File: src/rtl/pw_entry_buf_pkg.sv
// rtl/pw_entry_buf_pkg.sv - shared types, default sizes and width helpers for the password lock
package pw_lock_pkg;

  typedef enum logic {ST_ENTRY, ST_LOCKOUT} pw_state_t;

  localparam int DEF_DIGITS = 4;
  localparam int DEF_DW     = 4;

  function automatic int count_width(input int digits);
    return $clog2(digits + 1);
  endfunction

  function automatic int tries_width(input int max_tries);
    return $clog2(max_tries + 1);
  endfunction

endpackage

File: src/rtl/pw_entry_buf_if.sv
// rtl/pw_entry_buf_if.sv - keypad strobes in, entry/result/lock status out
interface pw_entry_buf_if #(
  parameter int DIGITS = pw_lock_pkg::DEF_DIGITS,
  parameter int DW     = pw_lock_pkg::DEF_DW
);
  localparam int CW = pw_lock_pkg::count_width(DIGITS);

  logic                 key_valid;
  logic [DW-1:0]        key_value;
  logic                 key_back;
  logic                 key_clear;
  logic                 key_enter;
  logic                 set_mode;
  logic                 relock;
  logic [DIGITS*DW-1:0] pw_flat;
  logic [CW-1:0]        count;
  logic                 full;
  logic                 match;
  logic                 fail;
  logic                 set_done;
  logic                 unlocked;
  logic                 locked_out;

  modport master (
    output key_valid, key_value, key_back, key_clear, key_enter, set_mode, relock,
    input  pw_flat, count, full, match, fail, set_done, unlocked, locked_out
  );

  modport slave (
    input  key_valid, key_value, key_back, key_clear, key_enter, set_mode, relock,
    output pw_flat, count, full, match, fail, set_done, unlocked, locked_out
  );
endinterface

File: src/rtl/pw_entry_buf_lockout_timer.sv
// rtl/pw_entry_buf_lockout_timer.sv - loadable down-counter timing the lockout window
module lockout_timer #(
  parameter int LOCK_CYC = 16
) (
  input  logic                        clk,
  input  logic                        reset,
  input  logic                        load,
  input  logic [$clog2(LOCK_CYC)-1:0] load_value,
  output logic                        done
);
  logic [$clog2(LOCK_CYC)-1:0] cnt;

  always_ff @(posedge clk or posedge reset) begin
    if (reset)           cnt <= '0;
    else if (load)       cnt <= load_value;
    else if (cnt != '0)  cnt <= cnt - 1'b1;
  end

  assign done = (cnt == '0);
endmodule

File: src/rtl/pw_entry_buf.sv
// rtl/pw_entry_buf.sv - keypad entry buffer with code compare, code programming and try lockout
module pw_entry_buf
  import pw_lock_pkg::*;
#(
  parameter int                   DIGITS     = DEF_DIGITS,
  parameter int                   DW         = DEF_DW,
  parameter int                   MAX_TRIES  = 3,
  parameter int                   LOCK_CYC   = 16,
  parameter logic [DIGITS*DW-1:0] PW_DEFAULT = '0
) (
  input logic           clk,
  input logic           reset,
  pw_entry_buf_if.slave bus
);
  localparam int CW = count_width(DIGITS);
  localparam int RW = tries_width(MAX_TRIES);
  localparam int TW = $clog2(LOCK_CYC);
  localparam int PW = DIGITS * DW;

  pw_state_t     state_q, state_n;
  logic [DW-1:0] slots_q [DIGITS];
  logic [DW-1:0] slots_n [DIGITS];
  logic [CW-1:0] count_q, count_n;
  logic [RW-1:0] tries_q, tries_n;
  logic [PW-1:0] code_q, code_n, entry;
  logic          full_q, unlocked_q, unlocked_n, locked_q;
  logic          match_q, match_n, fail_q, fail_n, set_q, set_n;
  logic          lock_go, timer_done;

  // slot 0 is the first digit typed and lands in the MSBs
  always_comb begin
    entry = '0;
    for (int i = 0; i < DIGITS; i++) entry[(DIGITS-1-i)*DW +: DW] = slots_q[i];
  end

  lockout_timer #(.LOCK_CYC(LOCK_CYC)) u_timer (
    .clk        (clk),
    .reset      (reset),
    .load       (lock_go),
    .load_value (TW'(LOCK_CYC - 1)),
    .done       (timer_done)
  );

  always_ff @(posedge clk or posedge reset) begin
    if (reset) state_q <= ST_ENTRY;
    else       state_q <= state_n;
  end

  always_comb begin
    state_n = state_q;
    case (state_q)
      ST_ENTRY:   if (lock_go)    state_n = ST_LOCKOUT;
      ST_LOCKOUT: if (timer_done) state_n = ST_ENTRY;
      default:                    state_n = ST_ENTRY;
    endcase
  end

  always_comb begin
    slots_n    = slots_q;
    count_n    = count_q;
    tries_n    = tries_q;
    code_n     = code_q;
    unlocked_n = unlocked_q;
    match_n    = 1'b0;
    fail_n     = 1'b0;
    set_n      = 1'b0;
    lock_go    = 1'b0;
    if (state_q == ST_ENTRY) begin
      if (bus.key_clear || bus.key_enter) begin
        for (int i = 0; i < DIGITS; i++) slots_n[i] = '0;
        count_n = '0;
      end
      if (bus.key_clear) begin
        // entry already wiped above
      end else if (bus.key_back) begin
        if (count_q != '0) begin
          for (int i = 0; i < DIGITS; i++)
            if (i == int'(count_q) - 1) slots_n[i] = '0;
          count_n = count_q - 1'b1;
        end
      end else if (bus.key_enter) begin
        if (bus.set_mode && unlocked_q) begin
          // short entry while programming is rejected without costing a try
          if (full_q) begin
            code_n = entry;
            set_n  = 1'b1;
          end else begin
            fail_n = 1'b1;
          end
        end else if (full_q && entry == code_q) begin
          match_n    = 1'b1;
          unlocked_n = 1'b1;
          tries_n    = '0;
        end else begin
          fail_n = 1'b1;
          if (int'(tries_q) + 1 == MAX_TRIES) begin
            lock_go    = 1'b1;
            unlocked_n = 1'b0;
            tries_n    = '0;
          end else begin
            tries_n = tries_q + 1'b1;
          end
        end
      end else if (bus.key_valid && !full_q) begin
        for (int i = 0; i < DIGITS; i++)
          if (i == int'(count_q)) slots_n[i] = bus.key_value;
        count_n = count_q + 1'b1;
      end
    end
    if (bus.relock) unlocked_n = 1'b0;
  end

  always_ff @(posedge clk or posedge reset) begin
    if (reset) begin
      for (int i = 0; i < DIGITS; i++) slots_q[i] <= '0;
      count_q    <= '0;
      full_q     <= 1'b0;
      tries_q    <= '0;
      code_q     <= PW_DEFAULT;
      unlocked_q <= 1'b0;
      locked_q   <= 1'b0;
      match_q    <= 1'b0;
      fail_q     <= 1'b0;
      set_q      <= 1'b0;
    end else begin
      slots_q    <= slots_n;
      count_q    <= count_n;
      full_q     <= (count_n == CW'(DIGITS));
      tries_q    <= tries_n;
      code_q     <= code_n;
      unlocked_q <= unlocked_n;
      locked_q   <= (state_n == ST_LOCKOUT);
      match_q    <= match_n;
      fail_q     <= fail_n;
      set_q      <= set_n;
    end
  end

  assign bus.pw_flat    = entry;
  assign bus.count      = count_q;
  assign bus.full       = full_q;
  assign bus.match      = match_q;
  assign bus.fail       = fail_q;
  assign bus.set_done   = set_q;
  assign bus.unlocked   = unlocked_q;
  assign bus.locked_out = locked_q;
endmodule

File: src/flat_wrapper.sv
// flat-port wrapper written by rule: the top's interface ports become plain ports
module pw_entry_buf_flat import pw_lock_pkg::*;
#(
  parameter int                   DIGITS     = DEF_DIGITS,
  parameter int                   DW         = DEF_DW,
  parameter int                   MAX_TRIES  = 3,
  parameter int                   LOCK_CYC   = 16,
  parameter logic [DIGITS*DW-1:0] PW_DEFAULT = '0
)
  (clk, reset, bus_key_valid, bus_key_value, bus_key_back, bus_key_clear, bus_key_enter, bus_set_mode, bus_relock, bus_pw_flat, bus_count, bus_full, bus_match, bus_fail, bus_set_done, bus_unlocked, bus_locked_out);
  pw_entry_buf_if #(.DIGITS(DIGITS), .DW(DW)) bus_i ();
  input logic clk;
  input logic reset;
  input wire logic [$bits(bus_i.key_valid)-1:0] bus_key_valid;
  input wire logic [$bits(bus_i.key_value)-1:0] bus_key_value;
  input wire logic [$bits(bus_i.key_back)-1:0] bus_key_back;
  input wire logic [$bits(bus_i.key_clear)-1:0] bus_key_clear;
  input wire logic [$bits(bus_i.key_enter)-1:0] bus_key_enter;
  input wire logic [$bits(bus_i.set_mode)-1:0] bus_set_mode;
  input wire logic [$bits(bus_i.relock)-1:0] bus_relock;
  output wire logic [$bits(bus_i.pw_flat)-1:0] bus_pw_flat;
  output wire logic [$bits(bus_i.count)-1:0] bus_count;
  output wire logic [$bits(bus_i.full)-1:0] bus_full;
  output wire logic [$bits(bus_i.match)-1:0] bus_match;
  output wire logic [$bits(bus_i.fail)-1:0] bus_fail;
  output wire logic [$bits(bus_i.set_done)-1:0] bus_set_done;
  output wire logic [$bits(bus_i.unlocked)-1:0] bus_unlocked;
  output wire logic [$bits(bus_i.locked_out)-1:0] bus_locked_out;
  assign bus_i.key_valid = bus_key_valid;
  assign bus_i.key_value = bus_key_value;
  assign bus_i.key_back = bus_key_back;
  assign bus_i.key_clear = bus_key_clear;
  assign bus_i.key_enter = bus_key_enter;
  assign bus_i.set_mode = bus_set_mode;
  assign bus_i.relock = bus_relock;
  assign bus_pw_flat = bus_i.pw_flat;
  assign bus_count = bus_i.count;
  assign bus_full = bus_i.full;
  assign bus_match = bus_i.match;
  assign bus_fail = bus_i.fail;
  assign bus_set_done = bus_i.set_done;
  assign bus_unlocked = bus_i.unlocked;
  assign bus_locked_out = bus_i.locked_out;
  pw_entry_buf #(.DIGITS(DIGITS), .DW(DW), .MAX_TRIES(MAX_TRIES), .LOCK_CYC(LOCK_CYC), .PW_DEFAULT(PW_DEFAULT)) u_core (.clk(clk), .reset(reset), .bus(bus_i));
endmodule
File: config.mk
export PLATFORM = sky130hd
export DESIGN_NAME = pw_entry_buf_flat
export DESIGN_NICKNAME = d
export VERILOG_FILES = /design/src/rtl/pw_entry_buf_pkg.sv /design/src/rtl/pw_entry_buf_if.sv /design/src/rtl/pw_entry_buf_lockout_timer.sv /design/src/rtl/pw_entry_buf.sv /design/src/flat_wrapper.sv
export SDC_FILE = /design/constraint.sdc
export NUM_CORES = 1
export LEC_CHECK = 0
export CAP_MARGIN = 10
export CORE_ASPECT_RATIO = 0.75
export CORE_MARGIN = 1.5
export CORE_UTILIZATION = 57
export CTS_CLUSTER_DIAMETER = 50
export CTS_CLUSTER_SIZE = 25
export DETAILED_ROUTE_END_ITERATION = 8
export PLACE_DENSITY = 0.84
export SKIP_CTS_REPAIR_TIMING = 1
export SYNTH_ARGS = -nofsm -noshare
export SYNTH_HDL_FRONTEND = slang
export SYNTH_SLANG_ARGS = --single-unit
File: constraint.sdc
create_clock -name clk -period 5.1 [get_ports clk]
set_input_delay 0.51 -clock clk [delete_from_list [all_inputs] [get_ports clk]]
set_output_delay 0.51 -clock clk [all_outputs]
set_load 0.01 [all_outputs]
---- Word level (Yosys, flattened, before mapping) ----
Index checks and enable logic that the tools add are counted.
word-level totals
  ROM bits ................................ 0
  output and inout bits ................... 25
  bits in latches ......................... 0
  bits in writable memories ............... 0
  memories ................................ 0
  register bits ........................... 47
  bits of input ports ..................... 12
  word-level logic and storage cells ...... 115
operators by class
  reductions and logical operators ........ 16
  muxes and demuxes ....................... 62
  $lt $le $gt $ge ......................... 0
  bitwise gates (word level) .............. 4
  shift operators ......................... 0
  add/sub/neg operators ................... 6
  $mul .................................... 0
  equal/unequal tests ..................... 13
  div/mod/pow operators ................... 0
operators with widths
  cell                                                                number
  16-bit 2-to-1 mux                                                   6
  3-bit by 32-bit == test with 1-bit output, first input constant     2
  4-bit 2-to-1 mux                                                    10
  1-bit 2-to-1 mux                                                    36
  2-bit by 32-bit == test with 1-bit output, first input constant     1
  32-bit by 3-bit == test with 1-bit output, second input constant    1
  32-bit zero test                                                    1
  3-bit 2-to-1 mux                                                    7
  16-bit == test                                                      1
  6-bit AND reduction                                                 2
  3-bit == test, first input constant                                 2
  3-bit nonzero test                                                  2
  5-bit AND reduction                                                 1
  4-bit zero test                                                     1
  2-bit 2-to-1 mux                                                    2
  2-bit by 1-bit != test with 1-bit output, second input constant     2
  2-bit != test, second input constant                                2
  1-bit NOT                                                           4
  2-bit nonzero test                                                  2
  4-bit nonzero test                                                  1
  3-bit by 1-bit subtractor with 4-bit output, second input constant  1
  4-bit by 1-bit subtractor with 4-bit output, second input constant  1
  2-bit by 1-bit adder with 3-bit output, second input constant       1
  3-bit by 1-bit adder with 3-bit output, second input constant       1
  9 further kinds                                                     11

---- Logic depth before layout (Yosys ltp) ----
  depth in word-level cells ............... 11
  depth in mapped cells ................... 7
  mapped depth without buffers ............ 7

---- Modules after synthesis ----
From an unflattened synthesis, not the netlist that was laid out.
second synthesis, totals
  cell total of the unflattened synthesis .. 217
  area, all modules ....................... 2565.0 µm²
modules (own cells, without submodules)
  module         times used  cells an instance  sequential area each (µm²)  area an instance (µm²)
  pw_entry_buf   1           194                1076.0                      2328.5
  lockout_timer  1           23                 100.1                       236.5

---- Worst setup path before layout ----
OpenSTA, ideal clock, no wires.
  path kind ............................... register to register
  start ................................... register u_core.count_q[0], in the netlist u_core.bus.count[0]
  end ..................................... register u_core.slots_q, in the netlist u_core.bus.pw_flat[12]
  library setup time ...................... 0.121 ns
  setup slack ............................. 3.301 ns
  path buffers ............................ 0
  stages on the path, launching flop included .. 8
  data required time ...................... 4.979 ns
  arrival ................................. 1.678 ns
  path through ............................ dfrtp_1 -> inv_1 -> ha_1 -> nor3_1 -> o21ai_0 -> a21oi_2 -> o221ai_2 -> a22o_1
between the ends
  cells in the longest elaborated chain, start to end .. 6
  elaborated cells on any way between the ends .. 11
ends and longest elaborated chain
  element                                                                         line                                     text
  start: declaration                                                              pw_entry_buf.sv:23                       logic [CW-1:0] count_q, count_n;
  start signal: assignment                                                        pw_entry_buf.sv:127                      count_q <= count_n;
  3-bit by 1-bit subtractor with 4-bit output or 3-bit zero test (tied branches)  pw_entry_buf.sv:78, pw_entry_buf.sv:106
  32-bit zero test or 4-bit 2-to-1 mux (tied branches)                            pw_entry_buf.sv:78, pw_entry_buf.sv:106
  4-bit 2-to-1 mux or 16-bit 2-to-1 mux (tied branches)                           pw_entry_buf.sv:78, pw_entry_buf.sv:104
  16-bit 2-to-1 mux, on equally long branches                                     pw_entry_buf.sv:76, pw_entry_buf.sv:81
  16-bit 2-to-1 mux (*)                                                           pw_entry_buf.sv:75                       end else if (bus.key_back) begin
  16-bit 2-to-1 mux (*)                                                           pw_entry_buf.sv:73                       if (bus.key_clear) begin
  end signal: assignment                                                          pw_entry_buf.sv:126                      slots_q <= slots_n;
  end: declaration                                                                pw_entry_buf.sv:21                       logic [DW-1:0] slots_q [DIGITS];
Every way passes the cells marked *; elsewhere a longest branch is shown, timed or not.
A chain may end at the register's enable or synchronous reset.

---- Worst setup path after layout ----
  start ................................... input bus_key_clear
  end ..................................... register u_core.code_q[6]
between the ends
  cells in the longest elaborated chain, start to end .. 2
ends and longest elaborated chain
  element                        line                 text
  start: declaration             flat_wrapper.sv:17   input wire logic [$bits(bus_i.key_clear)-1:0] bus_key_clear;
  1-bit NOT (no line)            -
  6-bit AND reduction (no line)  -
  end signal: assignment         pw_entry_buf.sv:130  code_q <= code_n;
  end: declaration               pw_entry_buf.sv:25   logic [PW-1:0] code_q, code_n, entry;
No other way between the ends.

==> key figures <==
Outcome
  – Status: complete, no violations

Routing
  – Routed Antenna Nets: 0
  – Final WL: between 4 and 5 mm
  – Via count: between 1500 and 2000
  – Via/cell ratio: 5.897
  – DR pass1 iterations: 4
  – WL per Instance: roughly 17 µm
  – Initial DRC Count: 121
  – DRC viols: 0

Timing
  – Slew headroom: a little over two fifths
  – Max frequency: roughly 0.41 GHz
  – Tmin final: about 2.4 ns
  – Slew Limit Fails: 0
  – Fin Clk Skew: around 0.008 ns
  – Final Hold Slack: 0.5205 ns
  – Worst slew pin tran: ~0.86 ns
  – Crit path setup slack, layout: ~2.7 ns
  – Fin. Hold Viols: 0
  – Post-route setup TNS: 0 ns
  – RSZ-0062 raised after global routing: no
  – Final period utilization: between 40% and 50%
  – Final setup fails: 0

Layout
  – Reg area: about 1200 µm²
  – Area grow syn2layout: 21.77%
  – Number of fill cells: 253
  – Layout Nets: roughly 260
  – Share of cells above drive strength 1: about an eighth
  – # diodes: 0
  – Footprint of the multi-input gates: between 1000 and 1500 µm²

Floorplan
  – Chip Height: just under 60 µm
  – Total core area: 3780 µm²
  – Row cnt: 19
  – Initial Util: between 60% and 70%
  – Die area: 4491 µm²
  – Ports: 37
  – Die X: 76.88 µm

Clocking
  – Root Buffer: clkbuf_8
  – CTS H-tree depth: 2
  – Clock slew at reported path FFs: ~0.08 ns
  – Number of CTS-inserted buffers: 5
  – Worst-case clock buffer depth: 2
  – Clk_lat worst skew: about 0.3 ns
  – CTS Sinks: 47
  – CTS tree: built

Logic synthesis
  – Mapped cell area: 2333 µm²
  – Synth top area share: about half
  – YS warnings: 0
  – Ys async rst share: 100.0%
  – Yosys top cell by area: dfrtp_1
  – Most common cell in the netlist: dfrtp_1
  – Commonest cells in the netlist: 47 x dfrtp_1, 17 x a22o_1, 16 x mux2_2, 13 x nand2_1, 10 x inv_1
  – Yosys cell types: 39
  – Post-Syn Area per Cell: approximately 12 µm²
  – Post-Synthesis Cells: between 150 and 200
  – Ys flop type: dfrtp_1
  – FF+latch count, synth: 47
  – Post-synth EDFFs: 0
  – Register area share after synthesis: just over 50%
  – Largest cells by area after synthesis: dfrtp_1 50%, mux2_2 7.7%, a22o_1 6.4%
  – Syn Nets: 220

Global route
  – Met2 global-route usage: 36.54%
  – GRT Resource Usage Total: about a quarter
  – Grt met3 use: 4.496%
  – Met1 Use GR: approximately a third
  – First-pass GRT wire length: roughly 8 mm
  – Initial antenna violation count: 0
  – Top Usage Layer GRT: met2
  – Largest net degree at the start of global routing: 48
  – Global route overflow: 0
  – Vias in the first global route: about 1600

Place
  – Number of port buffers: 36
  – Post-place setup slack: ~2.4 ns
  – DPL Wire Length: ~3.5 mm
  – GP Congestion: approximately 0.85

Setup path
  – Crit end category: flip-flop
  – R2R cell count: 4
  – Critical path required time: ~5.3 ns
  – Crit path max-delay cell type: nor2_2
  – R2R Setup Slk: 2.87 ns
  – Startpoint types: input pin
  – R2r startpoint: u_core.state_q$_DFF_PP0_
  – Crit Path Max Fanout: 17
  – CP startpoint: bus_key_clear
  – Crit path to: u_core.code_q[6]$_DFFE_PP0P_
  – CP arrival: between 2 and 3 ns
  – CP cell instances: clkdlybuf4s50_1 -> nor2_1 -> nand3b_1 -> nor2_2 -> mux2_2
  – CP max stage delay: approximately 0.7 ns
  – R2R Path End: u_core.code_q[6]$_DFFE_PP0P_
  – Kind of critical path: in2reg

Pwr
  – Power density cells: around 370 nW/µm²
  – Total chip power: roughly 1.1 mW
  – LEAKAGE: between 1 and 1.5 nW
  – Max VDD drop: about 240 µV

Flow run
  – Max-Cap Viols: 0

Min path
  – Hold crit path type: reg2reg
critical path, delay by kind of cell:
family	cells	cell delay [ns]
buffers and inverters	1	0.52
and+or+nand+nor	3	1.15
muxes	1	0.43
cells by family (layout without fill, tap and decap cells):
family | Yosys count | after routing | share of synthesized area (%)
AND/OR/NAND/NOR | 53 | 53 | 12.39
buffers and inverters | 13 | 54 | 2.788
AO/OA/AOI/OAI | 44 | 44 | 15.44
adder cells (fa/ha/maj) | 9 | 9 | 4.826
multiplexers | 17 | 17 | 8.150
flip-flops | 47 | 47 | 50.40
XOR/XNOR | 16 | 16 | 6.006
sequential cells by signal, indices dropped and copies added (netlist names):
name / flops
u_core.bus.pw_flat: 16
u_core.bus.full: 1
u_core.bus.set_done: 1
u_core.bus.fail: 1
u_core.tries_q: 2
u_core.code_q: 16
u_core.bus.match: 1
u_core.u_timer.cnt: 4
u_core.bus.unlocked: 1
u_core.state_q: 1
u_core.bus.count: 3
power by group:
part           internal [mW]  switching (mW)
Clock                  0.144           0.118
Combinational          0.149           0.179
Sequential             0.416          0.0557
worst min-delay path by stage:
| stage | from | endpoint | depth (start not counted) |
|---|---|---|---|
| 2_1_floorplan | u_core.tries_q[0]$_DFFE_PP0P_ | u_core.tries_q[0]$_DFFE_PP0P_ | 1 |
| 3_3_place_gp | u_core.tries_q[0]$_DFFE_PP0P_ | u_core.tries_q[0]$_DFFE_PP0P_ | 1 |
| 3_5_place_dp | u_core.tries_q[1]$_DFFE_PP0P_ | u_core.tries_q[0]$_DFFE_PP0P_ | 1 |
| 4_1_cts | u_core.tries_q[0]$_DFFE_PP0P_ | u_core.tries_q[0]$_DFFE_PP0P_ | 1 |
| 5_1_grt | u_core.tries_q[1]$_DFFE_PP0P_ | u_core.tries_q[0]$_DFFE_PP0P_ | 1 |
| 6_report | u_core.tries_q[0]$_DFFE_PP0P_ | u_core.tries_q[0]$_DFFE_PP0P_ | 1 |
layer usage:
metal | vias up | routed length, µm | part of all wire (%)
met2 | 52 | 2214 | 45
met5 | - | 0 | 0
met3 | 4 | 261 | 5.3
met4 | 0 | 48 | 0.97
met1 | 860 | 2421 | 49
li1 | 806 | - | -
cell usage in the layout, fill, tap and decap left out, drive strengths merged, types with 3 or more instances in the layout:
cell type / count
ha: 9
o221ai: 3
nand2: 13
a21oi: 7
clkbuf: 6
a22o: 17
o21ai: 7
clkdlybuf4s50: 36
nor2b: 3
xor2: 7
xnor2: 9
nor3: 4
nand2b: 5
mux2: 16
nor2: 10
dfrtp: 47
nand4: 3
inv: 9
cell type report:
class,instances,area share (%)
clock buffer,6,2.554
timing repair buffer,37,12.95
inverter,10,1.321
sequential,47,41.39
tap,52,2.290
multi-input combinational,139,38.44
clock inverter,1,1.057
stage by stage:
stage	std cells	area, µm²	util (%)
detailed placement	285	2739	72.46
global placement	285	2739	72.46
finish	292	2841	75.17
global route	292	2841	75.17
CTS	292	2841	75.17
floorplan	199	2333	-
No activity file was read; power rests on OpenSTA's default activity.
